--- config.mk ---
export PLATFORM = sky130hd
export DESIGN_NAME = tqvp_alonso_rsa_modexp
export DESIGN_NICKNAME = d
export VERILOG_FILES = /design/src/rtl/tqvp_alonso_rsa_modexp.sv
export SDC_FILE = /design/constraint.sdc
export NUM_CORES = 1
export LEC_CHECK = 0
export CORE_MARGIN = 5
export CORE_UTILIZATION = 60
export CTS_BUF_LIST = sky130_fd_sc_hd__clkbuf_4
export DETAILED_ROUTE_END_ITERATION = 7
export GPL_TIMING_DRIVEN = 1
export PLACE_DENSITY = 0.8
export SLEW_MARGIN = 0
export SYNTH_ARGS = -nofsm -noshare
export SYNTH_HDL_FRONTEND = slang
export SYNTH_SLANG_ARGS = --single-unit
--- constraint.sdc ---
create_clock -name clk -period 8.85 [get_ports clk]
set_input_delay 1.77 -clock clk [delete_from_list [all_inputs] [get_ports clk]]
set_output_delay 1.77 -clock clk [all_outputs]
set_load 0.02 [all_outputs]
--- src/rtl/tqvp_alonso_rsa_modexp.sv ---
`default_nettype none
// ============================================================================
//  Module   : tqvp_alonso_rsa_modexp
//  Purpose  : RSA modular exponentiation peripheral for the TinyQV byte bus.
//             Computes P^E mod M on WIDTH-bit operands. The core is a
//             bit-serial Montgomery multiplier driven by a left-to-right
//             square-and-multiply sequencer. Software supplies the modulus M
//             and the Montgomery constant R2 = 2^(2*WIDTH) mod M.
//  Ports    : clk         project clock
//             rst_n       asynchronous active-low reset
//             ui_in       input PMOD (not used)
//             uo_out      mirrors test_reg
//             address     register address
//             data_write  write strobe, data_in valid while high
//             data_in     write data
//             data_out    combinational read data
//  Register map:
//             0x0 test_reg (RW)       0x1 cmd (WO): bit0 start, bit1 abort
//             0x2 byte_sel (RW)       0x3 P, 0x4 E, 0x5 M, 0x6 R2 (RW, wide)
//             0x7 result (RO, wide)   0x8 status: {5'b0, error, busy, done}
//  Revision : 1.0  initial release
// ============================================================================
module tqvp_alonso_rsa_modexp #(
  parameter int WIDTH = 8
) (
  input  logic       clk,
  input  logic       rst_n,
  input  logic [7:0] ui_in,
  output logic [7:0] uo_out,
  input  logic [3:0] address,
  input  logic       data_write,
  input  logic [7:0] data_in,
  output logic [7:0] data_out
);

  localparam int NBYTES = WIDTH / 8;
  localparam int CW     = $clog2(WIDTH + 1);
  localparam int IW     = $clog2(WIDTH);

  localparam logic [CW-1:0] C_CNT_LAST = CW'(WIDTH);
  localparam logic [IW-1:0] C_IDX_TOP  = IW'(WIDTH - 1);

  localparam logic [3:0] C_ADDR_TEST   = 4'h0;
  localparam logic [3:0] C_ADDR_CMD    = 4'h1;
  localparam logic [3:0] C_ADDR_SEL    = 4'h2;
  localparam logic [3:0] C_ADDR_PLAIN  = 4'h3;
  localparam logic [3:0] C_ADDR_EXP    = 4'h4;
  localparam logic [3:0] C_ADDR_MOD    = 4'h5;
  localparam logic [3:0] C_ADDR_R2     = 4'h6;
  localparam logic [3:0] C_ADDR_RESULT = 4'h7;
  localparam logic [3:0] C_ADDR_STATUS = 4'h8;

  typedef enum logic [2:0] {
    S_IDLE   = 3'd0,
    S_LOAD   = 3'd1,
    S_MP_X   = 3'd2,
    S_MP_ONE = 3'd3,
    S_SQ     = 3'd4,
    S_MUL    = 3'd5,
    S_MP_OUT = 3'd6
  } state_t;

  state_t r_state;

  // Software-visible registers
  logic [7:0]       r_test_reg;
  logic [7:0]       r_byte_sel;
  logic [WIDTH-1:0] r_plain;
  logic [WIDTH-1:0] r_exp;
  logic [WIDTH-1:0] r_mod;
  logic [WIDTH-1:0] r_r2;
  logic [WIDTH-1:0] r_result;
  logic             r_done;
  logic             r_busy;
  logic             r_error;

  // Working copies latched at start, so software edits cannot disturb a run
  logic [WIDTH-1:0] r_p_w;
  logic [WIDTH-1:0] r_e_w;
  logic [WIDTH-1:0] r_m_w;
  logic [WIDTH-1:0] r_r2_w;

  // Montgomery-domain values: x = P*R mod M, accumulator A
  logic [WIDTH-1:0] r_x;
  logic [WIDTH-1:0] r_a;

  // MonPro engine: partial sum, cycle counter, exponent bit index
  logic [WIDTH+1:0] r_s;
  logic [CW-1:0]    r_cnt;
  logic [IW-1:0]    r_idx;

  // --------------------------------------------------------------------------
  // Bus decode
  // --------------------------------------------------------------------------
  logic w_wr_test, w_wr_sel, w_wr_plain, w_wr_exp, w_wr_mod, w_wr_r2;
  logic w_start, w_abort;

  assign w_wr_test  = data_write && (address == C_ADDR_TEST);
  assign w_wr_sel   = data_write && (address == C_ADDR_SEL);
  assign w_wr_plain = data_write && (address == C_ADDR_PLAIN);
  assign w_wr_exp   = data_write && (address == C_ADDR_EXP);
  assign w_wr_mod   = data_write && (address == C_ADDR_MOD);
  assign w_wr_r2    = data_write && (address == C_ADDR_R2);
  assign w_start    = data_write && (address == C_ADDR_CMD) && data_in[0];
  assign w_abort    = data_write && (address == C_ADDR_CMD) && data_in[1];

  // Per-lane write mask; an out-of-range byte_sel yields an all-zero mask,
  // which turns the wide write into a no-op.
  logic [WIDTH-1:0] w_lane_mask;
  logic [WIDTH-1:0] w_wdata_rep;

  for (genvar k = 0; k < NBYTES; k++) begin : g_lane
    assign w_lane_mask[8*k +: 8] = {8{r_byte_sel == 8'(k)}};
  end

  assign w_wdata_rep = {NBYTES{data_in}};

  logic [WIDTH-1:0] w_plain_nxt, w_exp_nxt, w_mod_nxt, w_r2_nxt;

  assign w_plain_nxt = (r_plain & ~w_lane_mask) | (w_wdata_rep & w_lane_mask);
  assign w_exp_nxt   = (r_exp   & ~w_lane_mask) | (w_wdata_rep & w_lane_mask);
  assign w_mod_nxt   = (r_mod   & ~w_lane_mask) | (w_wdata_rep & w_lane_mask);
  assign w_r2_nxt    = (r_r2    & ~w_lane_mask) | (w_wdata_rep & w_lane_mask);

  // --------------------------------------------------------------------------
  // Read mux
  // --------------------------------------------------------------------------
  logic [WIDTH-1:0] w_wide_rd;
  logic             w_is_wide;
  logic [7:0]       w_lane_rd;

  always_comb begin
    w_wide_rd = '0;
    w_is_wide = 1'b0;
    case (address)
      C_ADDR_PLAIN:  begin w_is_wide = 1'b1; w_wide_rd = r_plain;  end
      C_ADDR_EXP:    begin w_is_wide = 1'b1; w_wide_rd = r_exp;    end
      C_ADDR_MOD:    begin w_is_wide = 1'b1; w_wide_rd = r_mod;    end
      C_ADDR_R2:     begin w_is_wide = 1'b1; w_wide_rd = r_r2;     end
      C_ADDR_RESULT: begin w_is_wide = 1'b1; w_wide_rd = r_result; end
      default:       ;
    endcase
  end

  assign w_lane_rd = (r_byte_sel < 8'(NBYTES))
                   ? 8'(w_wide_rd >> {r_byte_sel, 3'b000})
                   : 8'h00;

  always_comb begin
    data_out = 8'h00;
    if (w_is_wide) begin
      data_out = w_lane_rd;
    end else begin
      case (address)
        C_ADDR_TEST:   data_out = r_test_reg;
        C_ADDR_SEL:    data_out = r_byte_sel;
        C_ADDR_STATUS: data_out = {5'b00000, r_error, r_busy, r_done};
        default:       data_out = 8'h00;
      endcase
    end
  end

  assign uo_out = r_test_reg;

  logic w_unused;
  assign w_unused = &{1'b0, ui_in};

  // --------------------------------------------------------------------------
  // Montgomery product datapath. Operands are chosen by state, so the
  // sources (A, x, working copies) must stay stable for a whole MonPro.
  // --------------------------------------------------------------------------
  logic [WIDTH-1:0] w_op_a;
  logic [WIDTH-1:0] w_op_b;

  always_comb begin
    w_op_a = '0;
    w_op_b = '0;
    case (r_state)
      S_MP_X:   begin w_op_a = r_p_w;        w_op_b = r_r2_w;       end
      S_MP_ONE: begin w_op_a = WIDTH'(1);    w_op_b = r_r2_w;       end
      S_SQ:     begin w_op_a = r_a;          w_op_b = r_a;          end
      S_MUL:    begin w_op_a = r_a;          w_op_b = r_x;          end
      S_MP_OUT: begin w_op_a = r_a;          w_op_b = WIDTH'(1);    end
      default:  ;
    endcase
  end

  logic             w_a_bit;
  logic             w_e_bit;
  logic [WIDTH+1:0] w_sum1;
  logic [WIDTH+1:0] w_s_step;
  logic [WIDTH-1:0] w_mp_res;

  assign w_a_bit = |((w_op_a >> r_cnt) & WIDTH'(1));
  assign w_e_bit = |((r_e_w  >> r_idx) & WIDTH'(1));

  // S stays below 2M, so S + b + M < 4M fits in WIDTH+2 bits.
  assign w_sum1   = r_s + (w_a_bit ? {2'b00, w_op_b} : '0);
  assign w_s_step = (w_sum1 + (w_sum1[0] ? {2'b00, r_m_w} : '0)) >> 1;

  // Final conditional subtraction brings the product into [0, M).
  assign w_mp_res = (r_s >= {2'b00, r_m_w}) ? WIDTH'(r_s - {2'b00, r_m_w})
                                            : WIDTH'(r_s);

  // --------------------------------------------------------------------------
  // Registers and sequencer
  // --------------------------------------------------------------------------
  always_ff @(posedge clk or negedge rst_n) begin
    if (!rst_n) begin
      r_state    <= S_IDLE;
      r_test_reg <= '0;
      r_byte_sel <= '0;
      r_plain    <= '0;
      r_exp      <= '0;
      r_mod      <= '0;
      r_r2       <= '0;
      r_result   <= '0;
      r_done     <= 1'b0;
      r_busy     <= 1'b0;
      r_error    <= 1'b0;
      r_p_w      <= '0;
      r_e_w      <= '0;
      r_m_w      <= '0;
      r_r2_w     <= '0;
      r_x        <= '0;
      r_a        <= '0;
      r_s        <= '0;
      r_cnt      <= '0;
      r_idx      <= '0;
    end else begin
      if (w_wr_test) r_test_reg <= data_in;
      if (w_wr_sel)  r_byte_sel <= data_in;

      // Operand registers are frozen while a run is in progress.
      if (!r_busy) begin
        if (w_wr_plain) r_plain <= w_plain_nxt;
        if (w_wr_exp)   r_exp   <= w_exp_nxt;
        if (w_wr_mod)   r_mod   <= w_mod_nxt;
        if (w_wr_r2)    r_r2    <= w_r2_nxt;
      end

      if (w_abort) begin
        // Abort has priority over a start in the same write.
        if (r_busy) begin
          r_state <= S_IDLE;
          r_busy  <= 1'b0;
        end
      end else if (w_start && !r_busy) begin
        r_done <= 1'b0;
        if (!r_mod[0]) begin
          // Montgomery reduction needs an odd modulus.
          r_error <= 1'b1;
        end else begin
          r_error <= 1'b0;
          r_busy  <= 1'b1;
          r_p_w   <= r_plain;
          r_e_w   <= r_exp;
          r_m_w   <= r_mod;
          r_r2_w  <= r_r2;
          r_state <= S_LOAD;
        end
      end else begin
        case (r_state)
          S_IDLE: ;
          S_LOAD: begin
            r_s     <= '0;
            r_cnt   <= '0;
            r_state <= S_MP_X;
          end
          default: begin
            if (r_cnt != C_CNT_LAST) begin
              r_s   <= w_s_step;
              r_cnt <= r_cnt + CW'(1);
            end else begin
              r_s   <= '0;
              r_cnt <= '0;
              case (r_state)
                S_MP_X: begin
                  r_x     <= w_mp_res;
                  r_state <= S_MP_ONE;
                end
                S_MP_ONE: begin
                  r_a     <= w_mp_res;
                  r_idx   <= C_IDX_TOP;
                  r_state <= S_SQ;
                end
                S_SQ: begin
                  r_a <= w_mp_res;
                  if (w_e_bit) begin
                    r_state <= S_MUL;
                  end else if (r_idx == '0) begin
                    r_state <= S_MP_OUT;
                  end else begin
                    r_idx   <= r_idx - IW'(1);
                    r_state <= S_SQ;
                  end
                end
                S_MUL: begin
                  r_a <= w_mp_res;
                  if (r_idx == '0) begin
                    r_state <= S_MP_OUT;
                  end else begin
                    r_idx   <= r_idx - IW'(1);
                    r_state <= S_SQ;
                  end
                end
                S_MP_OUT: begin
                  r_result <= w_mp_res;
                  r_done   <= 1'b1;
                  r_busy   <= 1'b0;
                  r_state  <= S_IDLE;
                end
                default: r_state <= S_IDLE;
              endcase
            end
          end
        endcase
      end
    end
  end

endmodule
`default_nettype wire

==> flow_summary_export.csv <==
group,metric,value,unit
run_status,outcome,"complete, but fails checks",
run_status,violations,"DRC",
placement,io_buffers,30,
clocking,clk_latency,560,ps
route,drt_first_iter_violations,544,
synthesis,yosys.area.top_type,"dfrtp_1",
clocking,clk_path_buf_depth,2,
synthesis,synth_area_leaders,"dfrtp_1 (43%), mux2_2 (14%), ha_1 (4.6%), nor2_1 (2.9%), mux2i_1 (2.7%)",
clocking,cts_sinks,126,
floorplanning,io_pins,39,
cells_and_area,area.growth.synth_to_final,8.48,%
timing,hold_violations,0,
synthesis,synth_commonest_cells,"dfrtp_1 (126), mux2_2 (91), nor2_1 (57)",
synthesis,ys_async_sr_fraction,100,%
hold_path,min_to,"r_x[0]",
timing,max-slew-margin-rel,31.7,%
synthesis,netlist_instances,695,
setup_path,regToRegEndpoint,"r_s[7]",
clocking,root_buffer,"clkbuf_4",
placement,hpwl,13500,um
setup_path,path_common_cell,"clkdlybuf4s50_1",
cells_and_area,nFillCells,924,
clocking,cts_buffers,17,
setup_path,crit_path_start_kind,"input port",
synthesis,yosys_warnings,0,
global_route,grt_pass1_vias,5663,
route,firstDrtPassIters,8,
setup_path,path_cells,"clkdlybuf4s50_1 -> nor2b_1 -> a22o_1 -> a222oi_1 -> o22ai_1 -> clkdlybuf4s50_1",
setup_path,rrSetupSlack,3830,ps
cells_and_area,diodes,0,
synthesis,synth_most_common_cell,"dfrtp_1",
global_route,grt_pass1_wl,29800,um
hold_path,hp-class,"flop to flop",
timing,fmax,155,MHz
route,vias,5778,
power_and_ir_drop,p_leak,0.00354,uW
floorplanning,die_h,121,um
clocking,holdBufCountCts,0,
placement,globalplace.congestion,0.927,
route,drt_drc_violations_left,2,
global_route,grt_start_max_net_pins,84,
cells_and_area,nNetsFinal,766,
clocking,cts_tree,"yes",
global_route,grt_antenna_before_repair,0,
route,viasPerCell,6.62,
setup_path,cpPeakStageDelay,1020,ps
power_and_ir_drop,ir_drop,0.156,mV
timing,tns,0,ps
timing,period_minus_slack,6470,ps
clocking,ctsResizeCount,0,
clocking,postCtsSetupBuffers,0,
setup_path,critPathArrivalTime,4700,ps
setup_path,slowest_stage,"clkdlybuf4s50_1",
synthesis,syn_nets,748,
cells_and_area,fin_cells,873,
setup_path,end_kind,"output pin",
floorplanning,die_width,121,um
clocking,htree_levels,4,
setup_path,crit_fanout,22,
floorplanning,row_count,40,
global_route,grt_use_total,26.5,%
timing,setup_violations,0,
synthesis,synth_ff_type,"dfrtp_1",
cells_and_area,drive_gt1_share,20.0,%
global_route,grt.overflow.total,0,
floorplanning,die_area,14500,um2
route,ant_nets,0,
hold_path,timing.hold.worst.start,"r_x[0]",
setup_path,r2r-start,"r_state[2]",
floorplanning,fp.coreArea,12000,um2
synthesis,avgSynthCellArea,10.5,um2
placement,placed_cells,841,
synthesis,yosysUniqueCellTypes,76,
setup_path,r2r_cells,19,
hold_path,hold_depth,2,
timing,finalMaxSlewViolations,0,
setup_path,cp.required,7080,ps
synthesis,ys_seq_area_share,43.0,%
timing,min_period_over_period,73.1,%
route,wire_per_inst,21.3,um
synthesis,synth_top_area_share,43.0,%
timing,skew,20.5,ps
synthesis,synth_edf_count,0,
clocking,clkTransAtPathRegs,100,ps
timing,tightestPinTransition,1020,ps
route,routed_wl,18600,um
timing,grt_setup_unrepaired,"no",
synthesis,synth_area,7330,um2
synthesis,ys_ff_latch,126,
run,drv_cap,0,
setup_path,critical_path_class,"input port to output pin",
power_and_ir_drop,p_per_area,195,nW/um2
floorplanning,start_util,61.0,%
[cell families after synthesis]
family	synth area share (%)
mux	17.3
compound gates	16.5
flops	43.0
fa+ha+maj	5.43
simple gates	12.4
xor+xnor	1.67
buf+inv	3.70
[metal layers]
layer	vias to the layer above	share of wire [%]	GRT usage (%)
li1	2614	-	-
met1	2884	42	35.8
met2	234	47	41.0
met3	46	7.2	6.45
met4	0	3.6	10.9
met5	-	0	0
[per-stage QoR]
stage / area (um2) / hold slack [ps] / utilization [%] / worst slack, ps / power (uW)
after floorplan: 7330 / 449 / - / 3910 / 1020
after global placement: 7680 / 465 / 63.9 / 2490 / 1140
after detailed placement: 7680 / 473 / 63.9 / 2430 / 1150
after CTS: 7950 / 502 / 66.2 / 2420 / 1550
after global routing: 7950 / 534 / 66.2 / 2210 / 1630
final: 7950 / 507 / 66.2 / 2380 / 1550
[layout by cell type, fill, tap and decap left out, types with 4 or more instances in the layout]
cell | netlist | final
xnor2_1 | 12 | 12
mux2i_1 | 20 | 20
o22ai_1 | 9 | 9
a222oi_1 | 6 | 6
a21o_1 | 6 | 6
a211oi_1 | 4 | 4
nor3_1 | 5 | 5
nand2_1 | 36 | 36
o21a_1 | 7 | 7
nand3_1 | 15 | 15
clkdlybuf4s50_1 | 0 | 29
a21oi_1 | 35 | 35
and3_1 | 4 | 4
o211ai_1 | 5 | 5
ha_1 | 27 | 27
clkbuf_4 | 1 | 18
inv_1 | 24 | 24
nand2b_1 | 5 | 5
buf_4 | 3 | 7
o31ai_1 | 5 | 5
and2_1 | 8 | 8
or3_1 | 6 | 6
a22o_1 | 8 | 8
nor2b_1 | 15 | 15
o21ai_0 | 29 | 29
mux2_2 | 91 | 91
a31oi_1 | 17 | 17
a22oi_1 | 11 | 11
dfrtp_1 | 126 | 126
nor2_1 | 57 | 57
[cell type report]
| type | instances | area, um2 | share of cell area [%] |
|---|---|---|---|
| inverter | 24 | 90.1 | 1.13 |
| clock inverter | 14 | 141 | 1.78 |
| sequential | 126 | 3150 | 39.6 |
| timing repair buffer | 36 | 343 | 4.31 |
| multi-input combinational | 508 | 3910 | 49.1 |
| clock buffer | 18 | 135 | 1.70 |
| tap | 147 | 184 | 2.31 |
[how the worst max path moves through the flow]
stage               start          end  slack (ps)
6_report       address[0]  data_out[6]        2380
5_1_grt        address[0]  data_out[6]        2210
4_1_cts        address[0]  data_out[0]        2420
3_5_place_dp   address[0]  data_out[6]        2430
3_3_place_gp   address[0]  data_out[0]        2490
2_1_floorplan  address[0]  data_out[1]        3910
[critical path, delay by kind of cell]
kind | cells | cell delay (ps)
compound gates | 3 | 570
buf+inv | 2 | 1650
simple gates | 1 | 700
[power breakdown]
group	internal, uW	switching, uW	total (uW)
combinational	169	209	377
clock	170	230	400
sequential	663	114	777
total	1000	553	1550
(Power assumes the default switching activity.)
